--- src/rtl/safecrack_dialer_if.sv ---
// Button/strobe inputs and emulated-press/status outputs of the safecrack dialer.
// The master side drives buttons, start and learn; the slave side is the dialer.
interface safecrack_dialer_if;
    logic [2:0] btn;
    logic       start;
    logic       learn;
    logic [2:0] btn_out;
    logic [2:0] led;
    logic       busy;
    logic       done;

    modport master (
        output btn, start, learn,
        input  btn_out, led, busy, done
    );

    modport slave (
        input  btn, start, learn,
        output btn_out, led, busy, done
    );
endinterface

--- src/rtl/safecrack_dialer.sv ---
// Replays a stored 3-symbol button combination as timed active-low presses.
// Define SAFECRACK_DIALER_LEARN_EN to allow reprogramming the combination from the buttons.
//
// state | meaning
// IDLE  | waiting for start (or learn when enabled)
// PRESS | holding combo[idx] low for STEP_LEN cycles
// GAP   | all buttons released for GAP_LEN cycles
// DONE  | one-cycle completion pulse
// LEARN | capturing three single-button edges into the shadow (LEARN_EN only)
module safecrack_dialer #(
    parameter int STEP_LEN = 50_000_000,
    parameter int GAP_LEN  = 25_000_000
) (
    input  logic              clk,
    input  logic              rstn,
    safecrack_dialer_if.slave bus
);
    localparam int MAX_LEN = (STEP_LEN > GAP_LEN) ? STEP_LEN : GAP_LEN;
    localparam int CW      = $clog2(MAX_LEN) + 1;
    localparam logic [CW-1:0] STEP_LAST = CW'(STEP_LEN - 1);
    localparam logic [CW-1:0] GAP_LAST  = CW'(GAP_LEN - 1);
    localparam logic [2:0][1:0] COMBO_RST = {2'd2, 2'd1, 2'd0};

    typedef enum logic [2:0] {
        S_IDLE  = 3'd0,
        S_PRESS = 3'd1,
        S_GAP   = 3'd2,
`ifdef SAFECRACK_DIALER_LEARN_EN
        S_LEARN = 3'd4,
`endif
        S_DONE  = 3'd3
    } state_t;

    state_t          state_q, state_d;
    logic [CW-1:0]   cnt_q, cnt_d;
    logic [1:0]      idx_q, idx_d;
    logic [2:0][1:0] combo;
    logic [1:0]      sym;
    logic [2:0]      sym_oh;

`ifdef SAFECRACK_DIALER_LEARN_EN
    logic [2:0][1:0] combo_q, combo_d;
    logic [2:0][1:0] shadow_q, shadow_d;
    logic [1:0]      n_q, n_d;
    logic [2:0]      prev_q;
    logic [2:0]      pressed, edge_v;
    logic            edge_onehot;
    logic [1:0]      edge_idx;

    assign combo       = combo_q;
    assign pressed     = ~bus.btn;
    assign edge_v      = pressed & ~prev_q;
    assign edge_onehot = (edge_v == 3'b001) || (edge_v == 3'b010) || (edge_v == 3'b100);
    assign edge_idx    = edge_v[2] ? 2'd2 : (edge_v[1] ? 2'd1 : 2'd0);
`else
    logic unused_learn_inputs;

    assign combo               = COMBO_RST;
    assign unused_learn_inputs = ^{bus.btn, bus.learn};
`endif

    assign sym    = (idx_q == 2'd0) ? combo[0] : ((idx_q == 2'd1) ? combo[1] : combo[2]);
    assign sym_oh = 3'b001 << sym;

    always_ff @(posedge clk or negedge rstn) begin
        if (!rstn) begin
            state_q  <= S_IDLE;
            cnt_q    <= '0;
            idx_q    <= '0;
`ifdef SAFECRACK_DIALER_LEARN_EN
            combo_q  <= COMBO_RST;
            shadow_q <= '0;
            n_q      <= '0;
            prev_q   <= '0;
`endif
        end else begin
            state_q  <= state_d;
            cnt_q    <= cnt_d;
            idx_q    <= idx_d;
`ifdef SAFECRACK_DIALER_LEARN_EN
            combo_q  <= combo_d;
            shadow_q <= shadow_d;
            n_q      <= n_d;
            prev_q   <= pressed;
`endif
        end
    end

    always_comb begin
        state_d  = state_q;
        cnt_d    = cnt_q;
        idx_d    = idx_q;
`ifdef SAFECRACK_DIALER_LEARN_EN
        combo_d  = combo_q;
        shadow_d = shadow_q;
        n_d      = n_q;
`endif
        case (state_q)
            S_IDLE: begin
`ifdef SAFECRACK_DIALER_LEARN_EN
                if (bus.learn) begin
                    state_d = S_LEARN;
                    n_d     = '0;
                end else
`endif
                if (bus.start) begin
                    state_d = S_PRESS;
                    cnt_d   = '0;
                    idx_d   = '0;
                end
            end
            S_PRESS: begin
                if (cnt_q == STEP_LAST) begin
                    state_d = S_GAP;
                    cnt_d   = '0;
                end else begin
                    cnt_d = cnt_q + 1'b1;
                end
            end
            S_GAP: begin
                if (cnt_q == GAP_LAST) begin
                    cnt_d = '0;
                    if (idx_q == 2'd2) begin
                        state_d = S_DONE;
                    end else begin
                        idx_d   = idx_q + 2'd1;
                        state_d = S_PRESS;
                    end
                end else begin
                    cnt_d = cnt_q + 1'b1;
                end
            end
            S_DONE: begin
                state_d = S_IDLE;
                idx_d   = '0;
            end
`ifdef SAFECRACK_DIALER_LEARN_EN
            S_LEARN: begin
                if (!bus.learn) begin
                    state_d = S_IDLE;
                    n_d     = '0;
                end else if (edge_onehot) begin
                    // third capture commits straight from the shadow plus the new symbol
                    if (n_q == 2'd2) begin
                        combo_d = {edge_idx, shadow_q[1], shadow_q[0]};
                        n_d     = '0;
                        state_d = S_DONE;
                    end else begin
                        shadow_d[n_q[0]] = edge_idx;
                        n_d              = n_q + 2'd1;
                    end
                end
            end
`endif
            default: begin
                state_d = S_IDLE;
                cnt_d   = '0;
                idx_d   = '0;
            end
        endcase
    end

    always_comb begin
        bus.btn_out = 3'b111;
        bus.led     = 3'b000;
        bus.busy    = 1'b0;
        bus.done    = 1'b0;
        case (state_q)
            S_PRESS: begin
                bus.btn_out = ~sym_oh;
                bus.led     = sym_oh;
                bus.busy    = 1'b1;
            end
            S_GAP:  bus.busy = 1'b1;
            S_DONE: bus.done = 1'b1;
`ifdef SAFECRACK_DIALER_LEARN_EN
            S_LEARN: bus.led = {1'b0, n_q == 2'd2, n_q != 2'd0};
`endif
            default: ;
        endcase
    end
endmodule

--- src/flat_wrapper.sv ---
// flat-port wrapper written by rule: the top's interface ports become plain ports
module safecrack_dialer_flat 
#(
    parameter int STEP_LEN = 50_000_000,
    parameter int GAP_LEN  = 25_000_000
)
  (clk, rstn, bus_btn, bus_start, bus_learn, bus_btn_out, bus_led, bus_busy, bus_done);
  safecrack_dialer_if bus_i ();
  input  logic clk;
  input  logic rstn;
  input wire logic [$bits(bus_i.btn)-1:0] bus_btn;
  input wire logic [$bits(bus_i.start)-1:0] bus_start;
  input wire logic [$bits(bus_i.learn)-1:0] bus_learn;
  output wire logic [$bits(bus_i.btn_out)-1:0] bus_btn_out;
  output wire logic [$bits(bus_i.led)-1:0] bus_led;
  output wire logic [$bits(bus_i.busy)-1:0] bus_busy;
  output wire logic [$bits(bus_i.done)-1:0] bus_done;
  assign bus_i.btn = bus_btn;
  assign bus_i.start = bus_start;
  assign bus_i.learn = bus_learn;
  assign bus_btn_out = bus_i.btn_out;
  assign bus_led = bus_i.led;
  assign bus_busy = bus_i.busy;
  assign bus_done = bus_i.done;
  safecrack_dialer #(.STEP_LEN(STEP_LEN), .GAP_LEN(GAP_LEN)) u_core (.clk(clk), .rstn(rstn), .bus(bus_i));
endmodule
--- config.mk ---
export PLATFORM = sky130hd
export DESIGN_NAME = safecrack_dialer_flat
export DESIGN_NICKNAME = d
export VERILOG_FILES = /design/src/rtl/safecrack_dialer_if.sv /design/src/rtl/safecrack_dialer.sv /design/src/flat_wrapper.sv
export SDC_FILE = /design/constraint.sdc
export NUM_CORES = 1
export LEC_CHECK = 0
export ABC_AREA = 1
export CAP_MARGIN = 25
export CORE_AREA = 2 2 90 92
export DETAILED_ROUTE_END_ITERATION = 6
export DIE_AREA = 0 0 92 94
export DONT_BUFFER_PORTS = 1
export PLACE_DENSITY = 0.47
export SETUP_SLACK_MARGIN = 0.15
export SYNTH_ARGS = -nofsm -noshare
export SYNTH_HDL_FRONTEND = slang
export SYNTH_SLANG_ARGS = --single-unit
--- constraint.sdc ---
create_clock -name clk -period 1.75 [get_ports clk]
set_clock_uncertainty 0.05 [all_clocks]
set_input_delay 0.175 -clock clk [delete_from_list [all_inputs] [get_ports clk]]
set_output_delay 0.175 -clock clk [all_outputs]
set_load 0.005 [all_outputs]
# After elaboration in Yosys (flattened, before gate mapping)
# Cells that the tools add are included.
word_totals:
  regBits: 32
op_classes:
  addsub: 2
  n_eq_ne: 11
  shift: 1
  n_mux: 19
  bitwise_logic: 3
  n_reduce_logical: 6
op_table:
  columns: ["operator", "count"]
  rows:
  - ["$pmux W27 S4", 1]
  - ["$mux W27", 3]
  - ["$add A27 B1 Y27 const B", 1]
  - ["$eq A27 B25 Y1 const B", 1]
  - ["$eq A27 B26 Y1 const B", 1]
  - ["$mux W3", 5]
  - ["$mux W2", 6]
  - ["$pmux W3 S3", 1]
  - ["$eq A3 B2 Y1 const B", 2]
  - ["$pmux W2 S3", 1]
  - ["$ne A2 B1 Y1 const B", 2]
  - ["$ne A2 B2 Y1 const B", 2]
  - ["$reduce_and A4 Y1", 1]
  - ["$eq A3 B1 Y1 const B", 1]
  - ["$logic_not A3 Y1", 1]
  - ["$not A3 Y3", 1]
  - ["$reduce_and A3 Y1", 1]
  - ["$shl A1 B2 Y3 const A", 1]
  - ["$add A2 B1 Y2 const B", 1]
  - ["$eq A2 B1 Y1 const B", 1]
  - ["$eq A2 B2 Y1 const B", 1]
  - ["$logic_not A2 Y1", 1]
  - ["$mux W1", 2]
  - ["$not A1 Y1", 2]
  - ["2 further kinds", 2]

# Logic depth before layout (Yosys ltp)
# Gate-level depths: netlist of run 1.
logic_depth:
  depth_word: 6
  ltp_mapped: 11

# Least setup slack after synthesis of run 1
# Ideal clock, no wire load.
synth_path:
  path_type: "register -> register"
  from: "register u_core.state_q[0]"
  to: "register u_core.cnt_q[13]"
  arrival_time_ns: 1.547
  path_slack_ns: 0.011
  stages_incl_launch_ff: 8
  path_buffers: 1
  period_less_slack_ns: 1.739
  cell_sequence: "dfrtp_1 -> inv_1 -> ha_1 -> nand2_1 -> nand2_2 -> inv_2 -> clkbuf_1 -> a21oi_2"
synth_between:
  elab_chain_len: 3
  elab_cells_between_ends: 8
  cone_classes: "eq/ne (4); mux (1); bitwise (1); reduce/logical (2)"
synth_lines:
  columns: ["element", "line", "source"]
  rows:
  - ["start, declared", "safecrack_dialer.sv:34", "state_t state_q, state_d;"]
  - ["start signal, assigned", "safecrack_dialer.sv:77", "state_q <= state_d;"]
  - ["$logic_not A3 Y1 or $eq A3 B2 Y1 (tied branches)", "safecrack_dialer.sv:98", "case (state_q)"]
  - ["$ne A2 B2 Y1 (no source line) or $not A1 Y1 (tied branches)", null, null]
  - ["$reduce_and A2 Y1 (no source line)", null, null]
  - ["end signal, assigned", "safecrack_dialer.sv:78", "cnt_q <= cnt_d;"]
  - ["end, declared", "safecrack_dialer.sv:35", "logic [CW-1:0] cnt_q, cnt_d;"]
# Parallel ways exist; a longest one is shown, timed or not.
# A chain may end at the register's enable or synchronous reset.

# Worst setup path in the final report of run 1
layout_path:
  from: "register u_core.cnt_q[1]"
  to: "register u_core.cnt_q[7]"
layout_between:
  elab_chain_len: 3
  elab_cells_between_ends: 6
  cone_classes: "add/sub (1); eq/ne (2); mux (3)"
layout_lines:
  columns: ["element", "line"]
  rows:
  - ["$add A27 B1 Y27, or another cell as far along", "safecrack_dialer.sv:117, safecrack_dialer.sv:130"]
  - ["$mux W27 (on tied branches)", "safecrack_dialer.sv:121, safecrack_dialer.sv:113"]
  - ["$pmux W27 S4 (*)", "safecrack_dialer.sv:98"]
# Mark *: on every way between the ends. The rest lies on a longest branch, timed or not.

==> results of run 1 <==
==> flip-flops by register name, indices dropped and copies added, names as in the netlist <==
| register | flops |
|---|---|
| u_core.cnt_q | 27 |
| u_core.idx_q | 2 |
| u_core.state_q | 2 |
==> worst max-delay path, cell delays in order (launching register included) <==
cell     delay (ns)
dfrtp_1        0.39
ha_4           0.16
nand2_4        0.05
nor2_4         0.15
nand3_2        0.08
nor2_2         0.11
nand2_2        0.08
nand2_4        0.15
nand2_8        0.13
nand2_4        0.13
a21oi_1        0.06
==> placed cells by master, fill, tap and decap left out, drive strengths merged, types with 8 or more instances in the layout <==
| cell type | instances |
|---|---|
| nand2 | 111 |
| inv | 50 |
| nor2 | 39 |
| nand3 | 33 |
| dfrtp | 31 |
| buf | 29 |
| a21oi | 20 |
| xor2 | 12 |
| ha | 10 |
| o21ai | 9 |
| nand4 | 8 |
==> what timing repair did <==
item / in CTS / in global routing
endpoints found under the setup margin: 32 / 34
resized for setup: 24 / 28
cloned: 4 / 1
hold endpoints to repair: 31 / 0
hold buffers: 2 / 0
pin swaps: 2 / 13
buffers inserted: 3 / 3
==> logic make-up (layout without fill, tap and decap cells) <==
logic type,after synthesis,count (layout),synth area share
adders and majority gates,10,10,0.0542
AOI/OAI and AO/OA,33,33,0.0921
buffers and inverters,54,87,0.0948
xor gates and xnor gates,12,12,0.0455
and+or+nand+nor,191,195,0.378
DFF,31,31,0.336
==> routing by layer <==
layer,wire length (um),vias to the layer above,track usage
li1,-,1122,-
met1,3020,1028,0.213
met2,3070,28,0.273
met3,257,10,0.0249
met4,85,0,0.0398
met5,0,-,0
==> power by group through the flow <==
stage	Clock (mW)	Sequential (mW)	Combinational, mW
floorplan	0	0.811	0.825
global placement	0	0.811	1.18
detailed placement	0	0.812	1.18
CTS	0.562	0.799	1.62
global route	0.595	0.813	2.07
finish	0.529	0.807	1.91
==> through the flow <==
| stage | power, mW | util | worst slack, ns |
|---|---|---|---|
| 6_report | 3.24 | 0.397 | 0.0821 |
| 5_1_grt | 3.47 | 0.397 | -0.0140 |
| 4_1_cts | 2.98 | 0.377 | 0.0670 |
| 3_5_place_dp | 1.99 | 0.341 | -0.00866 |
| 3_3_place_gp | 1.99 | 0.341 | 0.0246 |
| 2_1_floorplan | 1.64 | - | 0.158 |
==> final cells by class <==
class / instances / area (sq um)
tap: 102 / 128
clock buffer: 6 / 72.6
multi-input combinational: 250 / 1560
sequential: 31 / 778
fill: 832 / 4590
inverter: 50 / 193
timing repair buffer: 31 / 294
==> worst max-delay path by stage <==
stage	end	slack, ns	cells past startpoint
final	u_core.cnt_q[7]	0.08	10
after CTS	u_core.cnt_q[14]	0.07	10
after global routing	u_core.cnt_q[20]	-0.01	9
after detailed placement	u_core.cnt_q[26]	-0.009	11
after global placement	u_core.cnt_q[12]	0.02	9
after floorplan	u_core.cnt_q[18]	0.16	9
==> impl_metrics.json, run 1 <==
{
  "outcome": "finished, final reports clean",
  "dr_total_vias": 2188,
  "finalHoldViolCount": 0,
  "h-tree-depth": 2,
  "combPwrFrac": 0.588,
  "r2r-end": "u_core.cnt_q[7]",
  "grt_pass1_wl_um": 10800,
  "drt_iter0_markers": 118,
  "avgSynthCellArea_sq_um": 6.98,
  "placedCellCount": 451,
  "rsz0062_at_grt": "yes",
  "cts_sinks": 31,
  "drive_gt1_frac": 0.283,
  "cts_buffer_depth": 2,
  "cts-buffers-inserted": 5,
  "area_delta_synth_final_pct": 30.8,
  "grt_start_max_net_pins": 32,
  "synthCells": 331,
  "min_period_ns": 1.67,
  "p_leak_nw": 1.31,
  "crit_arrival_ns": 1.79,
  "coreArea_sq_mm": 0.00761,
  "cts_tree": "done",
  "antenna-diode-count": 0,
  "r2r_slack_ns": 0.08,
  "synthArstFlopShare": 1.00,
  "cts_root_buf": "clkbuf_8",
  "die_h_um": 94,
  "peakVddDrop_uv": 1350,
  "synthTopCellsByCount": "nand2_1 (97), inv_1 (49), nor2_1 (34)",
  "gp_congestion": 0.794,
  "wl_per_cell_um": 13.7,
  "synth_cell_types": 27,
  "die_x_um": 92,
  "dp_hpwl_um": 4350,
  "die-area_sq_mm": 0.00865,
  "ys_seq_area_frac": 0.336,
  "port_buffers": 0,
  "criticalPathCategory": "reg2reg",
  "grt_usage": 0.160,
  "netSwitchingPower_mw": 1.52,
  "placed_cell_area_sq_mm": 0.00259,
  "cap_violations": 0,
  "first_pass_iters": 4,
  "critPathLaunch": "u_core.cnt_q[1]",
  "grt_pass1_vias": 2174,
  "endpoint_kind": "flip-flop",
  "synth_fp_nets": 348,
  "start_util": 0.304,
  "path_clk_slew_ns": 0.07,
  "timing.rr.start": "u_core.cnt_q[1]",
  "setup_tns_ns": 0,
  "ys_warn_count": 0,
  "intPower_mw": 1.72,
  "io-pin-count": 15,
  "finalNetCount": 386,
  "worst_pin_slew_ns": 0.355,
  "hold_ws_ns": 0.282,
  "power_frac_clock": 0.163,
  "synth_most_common_cell": "nand2_1",
  "yosysTopAreaCellShare": 0.336,
  "required_ns": 1.87,
  "num_rows": 32,
  "synthTopCellsByArea": "dfrtp_1 (34%), nand2_1 (16%), inv_1 (8.0%)",
  "drc": 0,
  "clk_latency_ns": 0.28,
  "antenna_found_initial": 0,
  "slew-limit-headroom": 0.761,
  "switching_share": 0.469,
  "via_per_inst": 4.66,
  "hold_path_class": "in2async",
  "synth_flop_cell": "dfrtp_1",
  "fin_crit_sh": 0.953,
  "power_density_mw_per_mm2": 1070,
  "synth_seq_cells": 31,
  "fin_area_sq_mm": 0.00302,
  "setup_viol": 0,
  "routed_wl_um": 6440,
  "seqPwrFrac": 0.249,
  "syn_area_sq_mm": 0.00231,
  "ant_nets": 0,
  "stdcell_count": 470,
  "fmax_mhz": 600,
  "rr_worst_depth": 10,
  "slew_violations": 0,
  "crit_fanout": 6,
  "grt_overflow_total": 0,
  "synth_edf_count": 0,
  "yosysTopAreaCell": "dfrtp_1",
  "startpoint_type": "flip-flop"
}
Note: power is estimated with default switching activity, not from simulation.
==> inputs of run 2 (changes only) <==
--- a/config.mk
+++ b/config.mk
@@ -7,11 +7,12 @@
 export LEC_CHECK = 0
 export ABC_AREA = 1
 export CAP_MARGIN = 25
-export CORE_AREA = 2 2 90 92
+export CORE_AREA = 2 2 85 87
+export CTS_BUF_LIST = sky130_fd_sc_hd__clkbuf_16
 export DETAILED_ROUTE_END_ITERATION = 6
-export DIE_AREA = 0 0 92 94
+export DIE_AREA = 0 0 87 89
 export DONT_BUFFER_PORTS = 1
-export PLACE_DENSITY = 0.47
+export PLACE_DENSITY = 0.52
 export SETUP_SLACK_MARGIN = 0.15
 export SYNTH_ARGS = -nofsm -noshare
 export SYNTH_HDL_FRONTEND = slang
==> run 2 against run 1 <==
  * Wire length is 2.6% lower
  * Global-route usage grew 0.86 points
  * Die area fell by 10%
  * Maximum frequency fell by 0.91%
  * Final cell count shrank 5.7%
  * Sequential share of layout area increased by 0.13 points
  * Flip-flop and latch count stayed put
  * Largest cell class unchanged
  * Largest power group unchanged
==> impl_metrics.json, run 2 (synthesis gave the netlist of run 1 again) <==
{
  "outcome": "finished, final reports clean",
  "antenna_found_initial": 0,
  "finalHoldViolCount": 0,
  "grt_start_max_net_pins": 32,
  "cts_buffer_depth": 2,
  "antenna-diode-count": 0,
  "largest_reg_flops": 27,
  "die_x_um": 87,
  "cts-buffers-inserted": 5,
  "ant_nets": 0,
  "slowest_stage": "dfrtp_1",
  "cap_violations": 0,
  "worst_pin_slew_ns": 0.389,
  "crit_fanout": 6,
  "fmax_mhz": 594,
  "min_period_ns": 1.68,
  "path_cells": "ha_4 > nand2_4 > nor2_4 > nand3_2 > nor2_2 > nand2_2 > nand2_4 > nand2_8 > nand2_8 > a21oi_1",
  "criticalPathCategory": "reg2reg",
  "top_register": "u_core.cnt_q",
  "cts_root_buf": "clkbuf_16",
  "drive_gt1_frac": 0.281,
  "gp_congestion": 0.845,
  "routed_wl_um": 6270,
  "h-tree-depth": 2,
  "p_leak_nw": 1.30,
  "start_util": 0.344,
  "multi_input_area_sq_mm": 0.00157,
  "drt_iter0_markers": 95,
  "crit_family": "simple AND/OR/NAND/NOR gates",
  "slew_violations": 0,
  "grt_overflow_total": 0,
  "grt_pass1_wl_um": 10100,
  "cts_tree": "done",
  "startpoint_type": "flip-flop",
  "drc": 0,
  "fillers": 683,
  "layout_common_cells": "nand2_1 (92), inv_1 (49), nor2_1 (25), dfrtp_1 (25), nand3_1 (23)",
  "grt_pass1_vias": 2054,
  "grt_usage": 0.169,
  "critical-path-max-stage-delay_ns": 0.39,
  "area_delta_synth_final_pct": 31.0,
  "num_rows": 30,
  "dp_hpwl_um": 4240,
  "peakVddDrop_uv": 1350,
  "hold_ws_ns": 0.226,
  "die_h_um": 89,
  "fin_util": 0.450,
  "setup_tns_ns": 0,
  "endpoint_kind": "flip-flop",
  "layout_commonest_cell": "nand2_1",
  "required_ns": 1.86,
  "setup_viol": 0,
  "die-area_sq_mm": 0.00774,
  "dr_total_vias": 2168,
  "wl_per_cell_um": 14.2,
  "slew-limit-headroom": 0.738,
  "path_clk_slew_ns": 0.05,
  "port_buffers": 0,
  "crit_arrival_ns": 1.79,
  "power_density_mw_per_mm2": 1140,
  "fin_crit_sh": 0.962,
  "seq_area_sq_um": 783,
  "path_buf_inv": 0,
  "largestRegisters": "u_core.cnt_q x27, u_core.idx_q x2, u_core.state_q x2",
  "first_pass_iters": 4,
  "io-pin-count": 15,
  "via_per_inst": 4.89,
  "rsz0062_at_grt": "yes",
  "finalNetCount": 381,
  "hold_path_class": "in2reg",
  "cts_sinks": 31,
  "coreArea_sq_mm": 0.00672,
  "clk_latency_ns": 0.28
}
## run 2: cell count changes in the layout (fill, tap and decap cells not counted), moves of 2 or more
cell and change:
inv_2 -2, clkbuf_16 +5, dfrtp_2 +4, dfrtp_1 -4
inv_1 +3, clkbuf_8 -5, buf_4 -4, nor2_4 +2
nand2_8 +2
## run 2: cell type report
cell class / count / share of cell area
clock buffers: 5 / 0.0414
clock inverters: 1 / 0.00124
flip-flops and latches: 31 / 0.259
well taps: 80 / 0.0331
inverters: 50 / 0.0637
repair buffers: 26 / 0.0835
multi-input cells: 250 / 0.518
## run 2: worst paths after layout
path / from / end / slack (ns) / depth (start not counted)
worst min-delay path: bus_start / u_core.cnt_q[1] / 0.23 / 5
min in group asynchronous: rstn / u_core.cnt_q[16] / 0.29 / 2
max in group asynchronous: rstn / u_core.cnt_q[11] / 1.16 / 2
worst max-delay path: u_core.cnt_q[1] / u_core.cnt_q[12] / 0.07 / 10
worst min register to register: u_core.idx_q[1] / u_core.idx_q[1] / 0.48 / 2
worst max register to register: u_core.cnt_q[1] / u_core.cnt_q[12] / 0.07 / 10
## run 2: power breakdown
part	internal [mW]	total (mW)	switching, mW
combinational	0.643	1.84	1.20
sequential	0.764	0.804	0.0398
clock	0.504	0.792	0.289
## run 2: worst register-to-register path: stages (launching register included)
cell and delay, ns:
dfrtp_1 0.39, ha_4 0.17, nand2_4 0.06, nor2_4 0.13
nand3_2 0.08, nor2_2 0.10, nand2_2 0.09, nand2_4 0.14
nand2_8 0.14, nand2_8 0.14, a21oi_1 0.07
## run 2: repair_timing
action                                  in CTS  in global routing
resized for setup                            8                 48
endpoints found under the setup margin      32                 33
hold buffers                                 2                  0
hold endpoints to repair                    31                  0
gates cloned                                 2                  3
buffers inserted                             0                  4
pin swaps                                    5                 15
## run 2: layer usage
layer  part of all wire  track usage
met1               0.49        0.233
met2               0.46        0.273
met3              0.030       0.0295
met4              0.012       0.0469
met5                  0            0
## run 2: through the flow
step | worst slack, ns | area [sq um] | instances | power (mW)
final | 0.0668 | 3030 | 443 | 3.44
after global routing | -0.0136 | 3030 | 443 | 3.65
after CTS | 0.0335 | 2760 | 436 | 3.00
after detailed placement | 0.00409 | 2540 | 426 | 1.96
after global placement | 0.0311 | 2540 | 426 | 1.96
after floorplan | 0.158 | 2320 | 331 | 1.64
